<file path="config.mk">
export PLATFORM = sky130hd
export DESIGN_NAME = hazard_stall_controller
export DESIGN_NICKNAME = d
export VERILOG_FILES = /design/src/rtl/hazard_stall_controller.sv
export SDC_FILE = /design/constraint.sdc
export NUM_CORES = 1
export LEC_CHECK = 0
export CAP_MARGIN = 20
export CORE_MARGIN = 2
export CORE_UTILIZATION = 50
export CTS_CLUSTER_SIZE = 12
export DETAILED_ROUTE_END_ITERATION = 10
export PLACE_DENSITY = 0.9
export SLEW_MARGIN = 5
export SYNTH_ARGS = -nofsm -noshare
export SYNTH_HDL_FRONTEND = slang
export SYNTH_SLANG_ARGS = --single-unit
</file>
<file path="constraint.sdc">
create_clock -name clk -period 4.9 [get_ports clk]
set_input_delay 1.47 -clock clk [delete_from_list [all_inputs] [get_ports clk]]
set_output_delay 1.47 -clock clk [all_outputs]
set_load 0.05 [all_outputs]
</file>
<file path="src/rtl/hazard_stall_controller.sv">
// rtl/hazard_stall_controller.sv - pipeline stall/flush sequencer with saturating event counters
module hazard_stall_controller #(
    parameter int CNT_W = 16
) (
    input  logic             clk,
    input  logic             rst,
    input  logic [4:0]       ID_rs,
    input  logic [4:0]       ID_rt,
    input  logic             ID_uses_rs,
    input  logic             ID_uses_rt,
    input  logic             ID_Branch,
    input  logic             ID_BranchTaken,
    input  logic             EX_MemRead,
    input  logic             EX_RegWrite,
    input  logic [4:0]       EX_rd,
    input  logic             imem_ready,
    output logic             PC_Write,
    output logic             IF_ID_Write,
    output logic             IF_Flush,
    output logic             ID_Bubble,
    output logic [CNT_W-1:0] stall_cycles,
    output logic [CNT_W-1:0] flush_events
);

    typedef enum logic [1:0] {
        RUN   = 2'd0,
        BRLD  = 2'd1,
        FWAIT = 2'd2
    } state_t;

    state_t state;
    logic   brld_pend;

    logic mrs, mrt, dep;
    logic load_use, br_alu, br_load;
    logic stall;

    // r0 is hardwired zero, so it can never carry a real dependency
    always_comb begin
        mrs      = (EX_rd != 5'd0) && ID_uses_rs && (EX_rd == ID_rs);
        mrt      = (EX_rd != 5'd0) && ID_uses_rt && (EX_rd == ID_rt);
        dep      = mrs || mrt;
        load_use = EX_MemRead && dep;
        br_alu   = ID_Branch && EX_RegWrite && !EX_MemRead && dep;
        br_load  = ID_Branch && EX_MemRead && dep;
        stall    = (state == BRLD) || load_use || br_alu || br_load || !imem_ready;
    end

    // A stalled branch is re-evaluated later, so its taken flag is ignored here
    always_comb begin
        PC_Write    = !stall;
        IF_ID_Write = !stall;
        ID_Bubble   = stall;
        IF_Flush    = !stall && ID_BranchTaken;
    end

    always_ff @(posedge clk or posedge rst) begin
        if (rst) begin
            state        <= RUN;
            brld_pend    <= 1'b0;
            stall_cycles <= '0;
            flush_events <= '0;
        end else begin
            if (!imem_ready) begin
                state <= FWAIT;
                // The BRLD cycle itself is consumed in place, only a new br_load is deferred
                if (state != BRLD && br_load)
                    brld_pend <= 1'b1;
            end else begin
                case (state)
                    RUN: begin
                        if (br_load)
                            state <= BRLD;
                    end
                    BRLD: begin
                        state <= RUN;
                    end
                    FWAIT: begin
                        if (brld_pend) begin
                            state     <= BRLD;
                            brld_pend <= 1'b0;
                        end else begin
                            state <= RUN;
                        end
                    end
                    default: begin
                        state <= RUN;
                    end
                endcase
            end

            if (stall && (stall_cycles != '1))
                stall_cycles <= stall_cycles + CNT_W'(1);
            if (IF_Flush && (flush_events != '1))
                flush_events <= flush_events + CNT_W'(1);
        end
    end

endmodule

</file>
After elaboration in Yosys (flattened, before gate mapping)

Index checks and enable logic that the tools add are counted.

Flip-flop bits (word level): 35
Bits of input ports: 24
Logic and storage cells: 48

Add/sub/neg operators: 2
Eq/ne operators: 9
Mux-type cells: 7
Reductions and logical operators: 26

Operators with widths:

| cell                    | number |
|---|---|
| $add A16 B1 Y16 const B | 2 |
| $ne A16 B16 Y1 const B  | 2 |
| $logic_and A1 B1 Y1     | 14 |
| $eq A5 B5 Y1            | 2 |
| $logic_or A1 B1 Y1      | 5 |
| $reduce_bool A5 Y1      | 1 |
| $mux W1                 | 4 |
| $mux W2                 | 2 |
| $ne A2 B1 Y1 const B    | 2 |
| $pmux W2 S2             | 1 |
| $logic_not A1 Y1        | 3 |
| $ne A3 B3 Y1 const B    | 1 |
| $eq A2 B1 Y1 const B    | 1 |
| $eq A2 B2 Y1 const B    | 1 |
| $logic_not A2 Y1        | 1 |
| $reduce_and A2 Y1       | 1 |
| $reduce_bool A2 Y1      | 1 |

Longest topological paths before layout

Gate-level depths: netlist of the first run.

Depth after elaboration: 12
Depth in mapped cells: 8

Least setup slack after synthesis of the first run

OpenSTA, ideal clock, no wires.

Kind: input port to output port
From: in EX_rd[1]
To: out IF_Flush
Arrival: 3.226 ns
Data required time: 3.430 ns
Setup slack: 0.204 ns
Stages on the path: 7
Path buffers: 1
Cells stage by stage: or4_1 > nor2_1 > nor2_1 > a21oi_2 > inv_2 > buf_6 > nor2_1

Longest elaborated chain between the ends: 11

RTL lines:

| element                                                     | line   | text |
|---|---|---|
| start, declared                                             | 15     | `input logic [4:0] EX_rd,` |
| $reduce_bool A5 Y1                                          | 40, 41 |  |
| $logic_and A1 B1 Y1, on equally long branches (2 in series) | 40, 41 |  |
| $logic_or A1 B1 Y1 *                                        | 42     | `dep = mrs \|\| mrt;` |
| $logic_and A1 B1 Y1                                         | 43     | `load_use = EX_MemRead && dep;` |
| $logic_or A1 B1 Y1 (2 in series)                            | 46     | `stall = (state == BRLD) \|\| load_use \|\| br_alu \|\| br_load \|\| !imem_ready;` |
| $logic_or A1 B1 Y1 * (2 in series)                          | 46     |  |
| net ID_Bubble                                               | 20     | `output logic ID_Bubble,` |
| $logic_not A1 Y1 *                                          | 54     | `IF_Flush = !stall && ID_BranchTaken;` |
| $logic_and A1 B1 Y1 *                                       | 54     |  |
| end, declared                                               | 19     | `output logic IF_Flush,` |

The timed path passes the listed nets; every way through them passes the cells marked *.

Worst setup path in the final report of the first run

From: in EX_rd[2]
To: out IF_Flush

Longest elaborated chain between the ends: 11

RTL lines:

| element                                                     | line |
|---|---|
| $reduce_bool A5 Y1                                          | 40, 41 |
| $logic_and A1 B1 Y1, on equally long branches (2 in series) | 40, 41 |
| $logic_or A1 B1 Y1 *                                        | 42 |
| $logic_and A1 B1 Y1                                         | 43 |
| $logic_or A1 B1 Y1 (2 in series)                            | 46 |
| $logic_or A1 B1 Y1 * (2 in series)                          | 46 |
| $logic_not A1 Y1 *                                          | 54 |
| $logic_and A1 B1 Y1 *                                       | 54 |

Every way passes the cells marked *; elsewhere a longest branch is shown, timed or not.

==> results of run 1 <==
-- flip-flops by register name, summed over array words and instances, names as in the netlist --
name	count
state	2
flush_events	16
brld_pend	1
stall_cycles	16
-- per-layer routing --
layer | GRT usage, % | part of all wire, % | up-vias | wire length (um)
met2 | 36.0 | 50 | 65 | 2150
met1 | 28.3 | 43 | 811 | 1860
li1 | - | - | 810 | -
met5 | 0 | 0 | - | 0
met4 | 7.81 | 1.5 | 0 | 63
met3 | 4.79 | 5.3 | 5 | 227
-- report_power, final --
| part | switching [W] | internal, W |
|---|---|---|
| clock | 0.0000973 | 0.000128 |
| sequential | 0.0000815 | 0.000345 |
| combinational | 0.000305 | 0.000177 |
-- worst paths after layout --
check                                                to  slack (ns)
setup / recovery                               IF_Flush        0.08
hold / removal                     state[0]$_DFFE_PP0P_        0.46
setup reg to reg            stall_cycles[1]$_DFFE_PP0P_        2.77
hold reg to reg                    state[0]$_DFFE_PP0P_        0.46
max in group asynchronous  stall_cycles[10]$_DFFE_PP0P_        3.00
min in group asynchronous          state[0]$_DFFE_PP0P_        1.59
-- cells by family after synthesis --
family | after synthesis
xor+xnor | 35
fa+ha+maj | 2
flops | 35
mux | 3
compound gates | 18
simple gates | 84
buf+inv | 11
-- cell usage after synthesis (2+ instances only) --
cell	instances
dfrtp_1	35
xnor2_1	22
nand2_1	20
nand4_1	15
nand3_1	12
xor2_1	12
nor2_1	9
inv_1	6
a21oi_1	5
and3_1	5
nor4_1	5
nor3_1	4
a31oi_1	3
nor3_2	3
and4_1	2
buf_4	2
buf_6	2
ha_1	2
mux2_1	2
nor4_2	2
or4_1	2
-- metrics by stage --
stage               area [um^2]  total power, W  hold WS (ns)  std cells  util (%)
global route               2680         0.00119         0.498        303      73.1
floorplan                  1910        0.000733         0.424        188         -
CTS                        2680         0.00114         0.467        303      73.1
global placement           2580        0.000903         0.440        295      70.4
finish                     2680         0.00113         0.462        303      73.1
detailed placement         2580        0.000912         0.458        295      70.4
-- worst max-delay path: stages --
cell and delay, ns:
clkdlybuf4s50_1 0.48, or4_1 0.56, nor2_1 0.11, nor2_1 0.07, a21oi_2 0.18, inv_2 0.10
nor2_1 0.21, buf_12 0.17
-- cell type report --
| type | instances | area (um^2) | share of cell area, % |
|---|---|---|---|
| clock buffer | 8 | 100 | 3.74 |
| inverter | 7 | 26.3 | 0.982 |
| multi-input combinational | 142 | 966 | 36.1 |
| sequential | 35 | 876 | 32.7 |
| tap | 48 | 60.1 | 2.24 |
| timing repair buffer | 63 | 648 | 24.2 |
==> results.yml, run 1 <==
route:
  avgRoutedWirePerCell_um: 14.2
  wirelength_um: 4300
  drt_iter0_drc: 105
  drc: 0
  detail_route.first_pass.iterations: 4
  vias_per_cell: 5.58
  vias: 1691
  ant_nets: 0
logic_synthesis:
  synth_cell_types: 39
  synth_top_area_share_pct: 46.0
  synth-main-ff-cell: "dfrtp_1"
  synth_compound_area_share_pct: 6.37
  synth_xor_area_share_pct: 16.5
  avgSynthCellArea_um2: 10.1
  async_flop_share_pct: 100
  synth-simple-area-share_pct: 24.8
  synth_area_leaders: "dfrtp_1 46%, xnor2_1 10%, xor2_1 5.5%, nand4_1 4.9%, nand2_1 3.9%"
  seq_area_frac_synth_pct: 46.0
  synth_top_family_by_area: "simple AND/OR/NAND/NOR gates"
  yosys_warnings: 0
  syn_inst: 188
  yosysTopAreaCell: "dfrtp_1"
  synthAdderAreaFrac_pct: 1.31
  synth_edf_count: 0
  ys_seq_elements: 35
  synth_nets: 214
  syn_area_um2: 1910
  synthMuxAreaShare_pct: 1.77
power:
  p_leak_nw: 1.06
  powerDensity_nw_per_um2: 424
  vdd_ir_drop_max_v: 0.000247
timing:
  finalCritPeriodShare_pct: 98.3
  setup_viol: 0
  slew_headroom_pct: 54.6
  finalCriticalPeriod_ns: 4.82
  maxSlewViolCount: 0
  rsz0062_at_grt: "false"
  worst_slack_ns: 0.0823
  tightest_slew_ns: 0.678
  finalHoldViolCount: 0
  fin_setup_tns_ns: 0
  skew_ns: 0.00231
  fmax_mhz: 208
critical_path:
  ff2ff_path_depth: 6
  crit_path_start_kind: "input port"
  crit_arrival_ns: 3.35
  path_class: "in2out"
  end_kind: "output pin"
  cp_max_fo: 6
  startpoint: "EX_rd[2]"
  timing.rr.start: "stall_cycles[0]$_DFFE_PP0P_"
  worstPathRequired_ns: 3.43
clock_tree:
  clk_latency_ns: 0.28
  ctsResizeCount: 0
  post-cts-setup-buffer-count: 0
  cts.clk_slew.worst_paths_ns: 0.06
  cts.sinks: 35
  h-tree-depth: 2
  cts_tree: "yes"
  hold_buffers: 0
  cts_root_buf: "clkbuf_8"
  cts_buffer_depth: 2
  cts_made_buffers: 5
place:
  hpwl_um: 3210
  gp_congestion: 0.840
  port_buffers: 59
  place_ws_ns: 0.0767
global_routing:
  grt_max_degree: 36
  grt_pass1_vias: 1627
  antenna_found_initial: 0
  grtUsageTotal_pct: 21.9
  grt_overflow: 0
  grt_pass1_wl_um: 7220
final_layout:
  final_common_cell: "clkdlybuf4s50_1"
  area_growth_pct: 40.4
  final_cell_mix: "55 x clkdlybuf4s50_1, 35 x dfrtp_1, 22 x xnor2_1"
  nNetsFinal: 280
  fill_cells: 264
  antennaDiodeCount: 0
  drive_gt1_share_pct: 10.2
min_path:
  hold_depth: 1
  hold_path_class: "reg2reg"
  min_from: "state[0]$_DFFE_PP0P_"
floorplanning:
  start_util_pct: 52.1
  die_w_um: 65.7
  dieHeight_um: 65.7
  coreArea_um2: 3660
  die_area_um2: 4320
  row_count: 22
  io-pin-count: 60
outcome:
  status: "finished, final reports clean"
flow_run:
  maxCapViolCount: 0
Power figures use the tool's default switching activity.
==> run 2: changes to the inputs <==
--- a/config.mk
+++ b/config.mk
@@ -8,7 +8,6 @@
 export CAP_MARGIN = 20
 export CORE_MARGIN = 2
 export CORE_UTILIZATION = 50
-export CTS_CLUSTER_SIZE = 12
 export DETAILED_ROUTE_END_ITERATION = 10
 export PLACE_DENSITY = 0.9
 export SLEW_MARGIN = 5
==> constraint.sdc (replaced) <==
create_clock -name clk -period 4.9 [get_ports clk]
set_input_delay 0.98 -clock clk [delete_from_list [all_inputs] [get_ports clk]]
set_output_delay 0.98 -clock clk [all_outputs]
set_load 0.05 [all_outputs]
==> results.yml, run 2 (synthesized netlist as in run 1, its figures left out) <==
route:
  vias: 1634
  detail_route.first_pass.iterations: 5
  drt_iter0_drc: 86
  vias_per_cell: 5.46
  avgRoutedWirePerCell_um: 13.7
  wirelength_um: 4090
  drc: 0
  ant_nets: 0
critical_path:
  path_cells: "clkdlybuf4s50_1, or4_1, nor2_1, nor2_1, a21oi_2, inv_2, nor2_1, buf_12"
  cp_slowest_cell: "or4_1"
  cp_max_fo: 14
  cpPeakStageDelay_ns: 0.56
  timing.rr.start: "stall_cycles[0]$_DFFE_PP0P_"
  r2r-end: "stall_cycles[1]$_DFFE_PP0P_"
  path_buf_inv: 3
  critPathMostFrequentCell: "nor2_1"
  path_class: "in2out"
  r2r_setup_slack_ns: 2.72
  crit_path_start_kind: "input port"
  critPathTopFamily: "simple AND/OR/NAND/NOR gates"
  worstPathRequired_ns: 3.92
  ff2ff_path_depth: 6
  end_kind: "output pin"
  crit_arrival_ns: 2.89
place:
  hpwl_um: 2980
  port_buffers: 59
  place_area_um2: 2540
  gp_congestion: 0.776
  place_inst: 293
timing:
  finalHoldViolCount: 0
  setup_viol: 0
  skew_ns: 0.00347
  fin_setup_tns_ns: 0
  fmax_mhz: 259
  tightest_slew_ns: 0.689
  rsz0062_at_grt: "false"
  slew_headroom_pct: 53.9
  maxSlewViolCount: 0
  finalCritPeriodShare_pct: 78.9
  hold-worst-slack_ns: 0.467
  finalCriticalPeriod_ns: 3.87
clock_tree:
  post-cts-setup-buffer-count: 0
  hold_buffers: 0
  cts_tree: "yes"
  clk_latency_ns: 0.28
  cts_root_buf: "clkbuf_8"
  cts_made_buffers: 5
  cts_buffer_depth: 2
  cts.clk_slew.worst_paths_ns: 0.06
  cts.sinks: 35
  ctsResizeCount: 0
  h-tree-depth: 2
global_routing:
  grt_pass1_vias: 1609
  antenna_found_initial: 0
  grtUsageTotal_pct: 21.9
  grt_max_degree: 36
  grt_pass1_wl_um: 7250
  grt_overflow: 0
final_layout:
  drive_gt1_share_pct: 8.76
  top_regs: "flush_events (16), stall_cycles (16), state (2)"
  final_area_um2: 2610
  fill_cells: 268
  final_common_cell: "clkdlybuf4s50_1"
  finalNonFillerCells: 299
  nNetsFinal: 278
  antennaDiodeCount: 0
  area_growth_pct: 36.9
  final_cell_mix: "55 x clkdlybuf4s50_1, 35 x dfrtp_1, 22 x xnor2_1"
power:
  powerDensity_nw_per_um2: 418
  p_leak_nw: 1.03
  power_w: 0.00109
  vdd_ir_drop_max_v: 0.000328
floorplanning:
  start_util_pct: 52.1
  die_area_um2: 4320
  io-pin-count: 60
  coreArea_um2: 3660
  row_count: 22
  die_w_um: 65.7
  dieHeight_um: 65.7
outcome:
  status: "finished, final reports clean"
min_path:
  hold_depth: 1
  holdPathEnd: "state[0]$_DFFE_PP0P_"
  min_from: "state[0]$_DFFE_PP0P_"
  hold_path_class: "reg2reg"
flow_run:
  maxCapViolCount: 0
==> run 2: cell types whose count changed in the layout (fill, tap and decap cells not counted) <==
cell / previous run / this run
buf_12: 3 / 1
clkbuf_8: 7 / 5
==> run 2: worst reg2reg max path, cell delays in order, from the launching register on <==
cell and delay [ns]:
dfrtp_1 0.42, ha_1 0.24, and3_1 0.24, nand2_1 0.10
nor3_1 0.51, nor2_1 0.20, mux2_1 0.36
==> run 2: stage by stage <==
step / utilization (%) / setup WS, ns
after global routing: 71.3 / 0.873
final: 71.3 / 1.03
after CTS: 71.3 / 1.03
after floorplan: - / 1.18
after global placement: 69.3 / 1.06
after detailed placement: 69.3 / 1.03
==> run 2: area by class of cell <==
cell class	count	area (um^2)	share of cell area, %
tap	48	60.1	2.30
inverter	7	26.3	1.01
timing repair buffer	61	608	23.3
clock buffer	6	72.6	2.78
sequential	35	876	33.6
multi-input combinational	142	966	37.0
==> run 2: how the worst max path moves through the flow <==
stage                     startpoint       end  slack, ns  cells after the start
after detailed placement    EX_rd[1]  IF_Flush       1.03                      8
after global placement      EX_rd[1]  IF_Flush       1.06                      8
after CTS                   EX_rd[1]  IF_Flush       1.03                      8
final                       EX_rd[1]  IF_Flush       1.03                      8
after global routing        EX_rd[1]  IF_Flush       0.87                      8
after floorplan             EX_rd[1]  IF_Flush       1.18                      7
==> run 2: layer usage <==
metal | wire length, um | GRT usage [%] | up-vias
met5 | 0 | 0 | -
met2 | 1990 | 33.8 | 60
met4 | 34 | 9.64 | 0
met3 | 212 | 5.14 | 2
met1 | 1860 | 29.2 | 766
li1 | - | - | 806
==> run 2: report_power, final <==
group          leakage, nW  internal [W]  switching [W]
registers            0.438      0.000345      0.0000819
clock network       0.0371     0.0000946      0.0000924
logic                0.556      0.000173       0.000303
